**config.mk**
```make
export PLATFORM = sky130hd
export DESIGN_NAME = calc_rr_scheduler
export DESIGN_NICKNAME = d
export VERILOG_FILES = /design/src/rtl/calc_rr_scheduler.sv
export SDC_FILE = /design/constraint.sdc
export NUM_CORES = 1
export LEC_CHECK = 0
export CAP_MARGIN = 10
export CORE_AREA = 3 3 161 163
export CTS_BUF_LIST = sky130_fd_sc_hd__clkbuf_4
export DETAILED_ROUTE_END_ITERATION = 8
export DIE_AREA = 0 0 164 166
export SYNTH_ARGS = -nofsm -noshare
export SYNTH_HDL_FRONTEND = slang
export SYNTH_SLANG_ARGS = --single-unit
```
**constraint.sdc**
```tcl
create_clock -name clk -period 3.6 [get_ports clk]
set_clock_uncertainty 0.1 [all_clocks]
set_input_delay 1.08 -clock clk [delete_from_list [all_inputs] [get_ports clk]]
set_output_delay 1.08 -clock clk [all_outputs]
set_load 0.02 [all_outputs]
```
**src/rtl/calc_rr_scheduler.sv**
```systemverilog
// calc_rr_scheduler
// Shares one multi-cycle calculator ALU among NREQ requesters. A round-robin
// arbiter picks one request while idle. The scheduler launches that request on
// the ALU, waits for completion and returns the result tagged with the id of
// the requester. Only one operation is in flight at a time.
//
// A divide by zero is answered at once with rsp_err=1 and the ALU is not
// launched.
//
// Optional feature: define CALC_RR_SCHED_TIMEOUT_EN to add a watchdog. With
// it, a BUSY phase that lasts TIMEOUT cycles without alu_done is answered with
// rsp_result=0 and rsp_err=1.
module calc_rr_scheduler #(
  parameter int NREQ    = 4,
  parameter int W       = 32,
  parameter int TIMEOUT = 64
) (
  input  logic                    clk,
  input  logic                    rst_n,
  input  logic [NREQ-1:0]         req_valid,
  output logic [NREQ-1:0]         req_ready,
  input  logic [NREQ*W-1:0]       req_a,
  input  logic [NREQ*W-1:0]       req_b,
  input  logic [NREQ*3-1:0]       req_op,
  output logic                    alu_start,
  output logic [W-1:0]            alu_a,
  output logic [W-1:0]            alu_b,
  output logic [2:0]              alu_op,
  input  logic                    alu_done,
  input  logic [W-1:0]            alu_result,
  output logic                    rsp_valid,
  input  logic                    rsp_ready,
  output logic [$clog2(NREQ)-1:0] rsp_id,
  output logic [W-1:0]            rsp_result,
  output logic                    rsp_err
);

  localparam int         IdW   = $clog2(NREQ);
  localparam logic [2:0] OpDiv = 3'd3;

  typedef enum logic [1:0] {
    IDLE  = 2'd0,
    ISSUE = 2'd1,
    BUSY  = 2'd2,
    RESP  = 2'd3
  } state_e;

  state_e         state_q, state_d;
  logic [IdW-1:0] last_q, last_d;
  logic [IdW-1:0] id_q, id_d;
  logic [W-1:0]   a_q, a_d;
  logic [W-1:0]   b_q, b_d;
  logic [2:0]     op_q, op_d;
  logic [W-1:0]   result_q, result_d;
  logic           err_q, err_d;

  // Arbitration results and the operands of the winning requester.
  logic           hi_found, lo_found, grant_found;
  logic [IdW-1:0] hi_id, lo_id, grant_id;
  logic [W-1:0]   sel_a, sel_b;
  logic [2:0]     sel_op;
  logic           sel_dz;
  logic           xfer;
  logic           timeout_hit;

  // Round-robin search. Requesters above last are tried first, in ascending
  // order, then the search wraps to those at or below last. This is the same
  // order as scanning from last+1 modulo NREQ.
  always_comb begin
    // NOTE: every signal written here gets a default value first. Without the
    // default, a path that skips an assignment would infer a latch.
    hi_found = 1'b0;
    hi_id    = '0;
    lo_found = 1'b0;
    lo_id    = '0;
    for (int i = 0; i < NREQ; i++) begin
      if (!hi_found && req_valid[i] && (i > int'(last_q))) begin
        hi_found = 1'b1;
        hi_id    = IdW'(i);
      end
    end
    for (int i = 0; i < NREQ; i++) begin
      if (!lo_found && req_valid[i] && (i <= int'(last_q))) begin
        lo_found = 1'b1;
        lo_id    = IdW'(i);
      end
    end
    grant_found = hi_found | lo_found;
    grant_id    = hi_found ? hi_id : lo_id;
  end

  // Operand mux for the winner. The loop index is constant per slice.
  always_comb begin
    sel_a  = '0;
    sel_b  = '0;
    sel_op = '0;
    for (int i = 0; i < NREQ; i++) begin
      if (grant_id == IdW'(i)) begin
        sel_a  = req_a[i*W +: W];
        sel_b  = req_b[i*W +: W];
        sel_op = req_op[i*3 +: 3];
      end
    end
  end

  assign sel_dz = (sel_op == OpDiv) && (sel_b == '0);

  // A grant is offered only while idle and out of reset. This keeps
  // req_ready at zero while rst_n is low, even with req_valid bits set.
  assign xfer = rst_n && (state_q == IDLE) && grant_found;

  // One-hot ready to the round-robin winner.
  always_comb begin
    req_ready = '0;
    if (xfer) begin
      req_ready[grant_id] = 1'b1;
    end
  end

`ifdef CALC_RR_SCHED_TIMEOUT_EN
  localparam int CntW = $clog2(TIMEOUT + 1);

  logic [CntW-1:0] cnt_q, cnt_d;

  // Watchdog count. It clears in ISSUE, so it is zero on the first BUSY
  // cycle, and it advances once per BUSY cycle.
  always_comb begin
    cnt_d = cnt_q;
    if (state_q == ISSUE) begin
      cnt_d = '0;
    end else if (state_q == BUSY) begin
      cnt_d = cnt_q + 1'b1;
    end
  end

  // Watchdog register.
  always_ff @(posedge clk or negedge rst_n) begin
    if (!rst_n) begin
      cnt_q <= '0;
    end else begin
      cnt_q <= cnt_d;
    end
  end

  // Fires on the last of TIMEOUT BUSY cycles. alu_done in that same cycle wins.
  assign timeout_hit = (state_q == BUSY) && !alu_done &&
                       (cnt_q == CntW'(TIMEOUT - 1));
`else
  // Without the watchdog, BUSY waits for alu_done indefinitely.
  logic timeout_unused;
  assign timeout_unused = (TIMEOUT != 0);
  assign timeout_hit    = 1'b0;
`endif

  // Next-state logic of the scheduling FSM.
  always_comb begin
    state_d = state_q;
    unique case (state_q)
      IDLE:    if (xfer) state_d = sel_dz ? RESP : ISSUE;
      ISSUE:   state_d = BUSY;
      BUSY:    if (alu_done || timeout_hit) state_d = RESP;
      RESP:    if (rsp_ready) state_d = IDLE;
      default: state_d = IDLE;
    endcase
  end

  // Datapath next-state logic. A transfer latches the request. A completion
  // in BUSY latches the answer. Everything else holds.
  always_comb begin
    last_d   = last_q;
    id_d     = id_q;
    a_d      = a_q;
    b_d      = b_q;
    op_d     = op_q;
    result_d = result_q;
    err_d    = err_q;
    if (xfer) begin
      last_d = grant_id;
      id_d   = grant_id;
      a_d    = sel_a;
      b_d    = sel_b;
      op_d   = sel_op;
      if (sel_dz) begin
        result_d = '0;
        err_d    = 1'b1;
      end
    end
    if (state_q == BUSY) begin
      if (alu_done) begin
        result_d = alu_result;
        err_d    = 1'b0;
      end else if (timeout_hit) begin
        result_d = '0;
        err_d    = 1'b1;
      end
    end
  end

  // State and datapath registers.
  always_ff @(posedge clk or negedge rst_n) begin
    // NOTE: the datapath registers are reset along with the FSM. Every output
    // is a register value, and all outputs must read zero out of reset.
    if (!rst_n) begin
      state_q  <= IDLE;
      last_q   <= IdW'(NREQ - 1);
      id_q     <= '0;
      a_q      <= '0;
      b_q      <= '0;
      op_q     <= '0;
      result_q <= '0;
      err_q    <= 1'b0;
    end else begin
      // NOTE: sequential state uses non-blocking assignments, so every
      // register samples the values from before this edge.
      state_q  <= state_d;
      last_q   <= last_d;
      id_q     <= id_d;
      a_q      <= a_d;
      b_q      <= b_d;
      op_q     <= op_d;
      result_q <= result_d;
      err_q    <= err_d;
    end
  end

  // Output decode. The strobes come from the state, and the data comes from
  // the latched registers.
  always_comb begin
    alu_start  = (state_q == ISSUE);
    rsp_valid  = (state_q == RESP);
    alu_a      = a_q;
    alu_b      = b_q;
    alu_op     = op_q;
    rsp_id     = id_q;
    rsp_result = result_q;
    rsp_err    = err_q;
  end

endmodule

```
==> impl_metrics.json <==
{
  "library_cell_used_as_clock_root_buffer": "sky130_fd_sc_hd__clkbuf_4",
  "globalplace.congestion": 0.899,
  "dp_hpwl_um": 24600,
  "max_freq_mhz": 281,
  "cts_buffer_depth": 2,
  "initial_antenna_violation_count": 2,
  "timing.critical_path.arrival_ps": 2380,
  "detailedRoute.firstIterationViolations": 669,
  "critical_path.max_fanout": 5,
  "worst_ep_required_time_ps": 2420,
  "report.final.slew_viol_count": 0,
  "cts_max_level": 3,
  "cp-end-kind": "output port",
  "detail_route.first_pass.iterations": 5,
  "setup_viol_count_final": 0,
  "synth_compound_area_share_pct": 20.0,
  "yosysSeqAreaShare_pct": 39.2,
  "synth-edff-count": 0,
  "nNetsFinal": 1651,
  "io_buffer_count": 415,
  "routed_via_density": 5.09,
  "clock_latency_ps": 490,
  "synthDominantCellAreaShare_pct": 38.4,
  "ys_seq_elements": 106,
  "tritoncts_num_sinks": 106,
  "grt_first_pass_wirelength_um": 48200,
  "syn_nets": 1228,
  "synth.cell_area_sq_um": 6770,
  "post_synth_fa_ha_maj_area_fraction_pct": 0.924,
  "wl_per_cell_um": 19.4,
  "netlist_instances": 915,
  "core_area_sq_um": 24500,
  "grt_start_max_net_pins": 76,
  "worstMarginPinSlew_ps": 946,
  "synth_top_family_by_area": "simple AND/OR/NAND/NOR gates",
  "start_util_pct": 27.7,
  "global_route.usage.total_pct": 22.5,
  "dieArea_sq_um": 27200,
  "filler_cell_count": 2410,
  "max-cap-violations": 0,
  "num_vias": 8488,
  "yosys.area_share.simple_pct": 33.1,
  "worst_reg2reg_setup_slack_ps": 310,
  "detail-route-antenna-nets": 0,
  "row_count": 57,
  "grt_pass1_vias": 8215,
  "cts_tree": "done",
  "cp-start-kind": "primary input",
  "hold_bufs_inserted_after_cts": 0,
  "slew_headroom_pct": 37.0,
  "wirelength_um": 32400,
  "synth-async-reset-ratio_pct": 100,
  "vdd.ir_drop.worst_uv": 282,
  "muxShareOfSynthArea_pct": 0.314,
  "synth_commonest_cells": "329 x sky130_fd_sc_hd__nand2_1, 158 x sky130_fd_sc_hd__nand3_1, 104 x sky130_fd_sc_hd__dfrtp_1",
  "netlist_top_cells_area": "sky130_fd_sc_hd__dfrtp_1 38%, sky130_fd_sc_hd__nand2_1 18%, sky130_fd_sc_hd__nand3_1 12%, sky130_fd_sc_hd__a32oi_1 7.6%, sky130_fd_sc_hd__o21ai_0 4.8%",
  "avgSynthCellArea_sq_um": 7.40,
  "power_per_cell_area_nw_per_um2": 716,
  "count_of_pins_on_the_block_boundary": 416,
  "synth.most_common_cell": "sky130_fd_sc_hd__nand2_1",
  "numCtsBuffers": 9,
  "finalHoldViolCount": 0,
  "power_leakage_nw": 5.12,
  "post-route-period-util_pct": 98.9,
  "netlist-cell-type-count": 49,
  "synth_xor_xnor_area_share_pct": 0,
  "synth.largest_area_cell": "sky130_fd_sc_hd__dfrtp_1",
  "finalHoldWorstSlack_ps": 400,
  "yosys_warnings": 0,
  "detailed_place.area_sq_um": 11700,
  "syn_to_final_growth_pct": 77.1,
  "worst_setup_hold_path_clk_slew_ps": 190,
  "final_core_util_pct": 49.0,
  "design_area_sq_um": 12000,
  "grt-ovfl-total": 0,
  "status": "finished, final reports clean",
  "remaining_drc_errors": 0,
  "holdCritPathClass": "reg2reg",
  "critical_path_class": "in2out",
  "fin_crit_ps": 3560,
  "chipWidth_um": 164,
  "floorplan.die.height_um": 166,
  "layout-drive-gt1-share_pct": 12.1,
  "postSynth.topFlopCell": "sky130_fd_sc_hd__dfrtp_1"
}
-- layout make-up --
class | count | area (sq um) | share of cell area (%)
Clock inverter | 7 | 93.8 | 0.783
Inverter | 5 | 18.8 | 0.157
Sequential cell | 106 | 2660 | 22.1
Tap cell | 324 | 405 | 3.38
Antenna cell | 1 | 2.50 | 0.0209
Multi-Input combinational cell | 715 | 3800 | 31.7
Clock buffer | 9 | 67.6 | 0.564
Timing Repair Buffer | 501 | 4950 | 41.3
-- sequential cells by signal (all words and copies together) (netlist names) --
name / count
alu_a: 32
alu_b: 32
alu_op: 3
last_q: 2
rsp_err: 1
rsp_id: 2
rsp_result: 32
state_q: 2
-- metrics by stage --
step	total power, mW	setup TNS, ps	std cells	setup WS [ps]
6_report	8.58	0	1668	40.1
3_5_place_dp	7.87	-31460	1644	-764
5_1_grt	9.22	-13.1	1668	-13.1
3_3_place_gp	7.84	-31560	1644	-767
2_1_floorplan	5.13	0	915	3.55
4_1_cts	8.62	0	1662	0.646
-- worst paths after layout --
kind,startpoint,end,cells after the start
setup / recovery,req_valid[0],req_ready[1],7
hold / removal,alu_a[8],alu_a[8],2
setup reg to reg,last_q[1],rsp_result[0],12
hold reg to reg,alu_a[8],alu_a[8],2
max in group asynchronous,rst_n,last_q[1],3
min in group asynchronous,rst_n,rsp_result[13],2
-- cell usage in the layout (no fill, tap or decap), drive strengths merged, types with 2 or more instances in the layout --
cell type / Yosys / layout
a211oi: 5 / 5
dfstp: 2 / 2
clkinv: 0 / 2
clkdlybuf4s15: 0 / 2
nand3: 158 / 158
o31ai: 2 / 2
nand4: 3 / 3
and2: 2 / 2
and3: 5 / 5
clkbuf: 63 / 11
nor4: 8 / 8
inv: 5 / 10
a21oi: 38 / 38
a32oi: 59 / 59
clkdlybuf4s50: 0 / 406
dfrtp: 104 / 104
nor3: 4 / 4
buf: 26 / 90
ha: 5 / 5
o21ai: 68 / 68
nand2: 329 / 329
nor2: 6 / 6
or2: 2 / 2
-- power by group --
group,leakage (nW),internal [mW],switching (mW)
combinational,3.72,2.57,3.22
clock,0.0849,0.182,0.517
sequential,1.32,1.75,0.339
total,5.12,4.51,4.08
-- metal layers --
metal | global-route usage, % | vias up | share of wire, %
li1 | - | 4041 | -
met5 | 0 | - | 0.040
met3 | 5.66 | 37 | 9.0
met4 | 4.89 | 2 | 1.6
met1 | 28.3 | 3998 | 40
met2 | 38.9 | 410 | 49
-- critical path, stage by stage --
cell and delay [ps]:
sky130_fd_sc_hd__dlygate4sd2_1 280, sky130_fd_sc_hd__buf_4 150, sky130_fd_sc_hd__nor2b_2 240, sky130_fd_sc_hd__a2bb2oi_4 100
sky130_fd_sc_hd__and2_4 210, sky130_fd_sc_hd__nor3_4 160, sky130_fd_sc_hd__buf_6 150
-- what timing repair did --
action / 4_1_cts / 5_1_grt
gates resized for setup: 33 / 11
pin swaps: 4 / 12
gates cloned: 0 / 2
setup buffers: 2 / 3
endpoints found under the setup margin: 38 / 38
-- cells by family (layout without fill, tap and decap cells) --
| kind of cell | Yosys count | in the layout |
|---|---|---|
| fa+ha+maj | 5 | 5 |
| compound gates | 187 | 187 |
| mux | 2 | 2 |
| buf+inv | 94 | 522 |
| other cells | 0 | 1 |
| flops | 106 | 106 |
| simple gates | 521 | 521 |
Note: power is estimated with default switching activity, not from simulation.
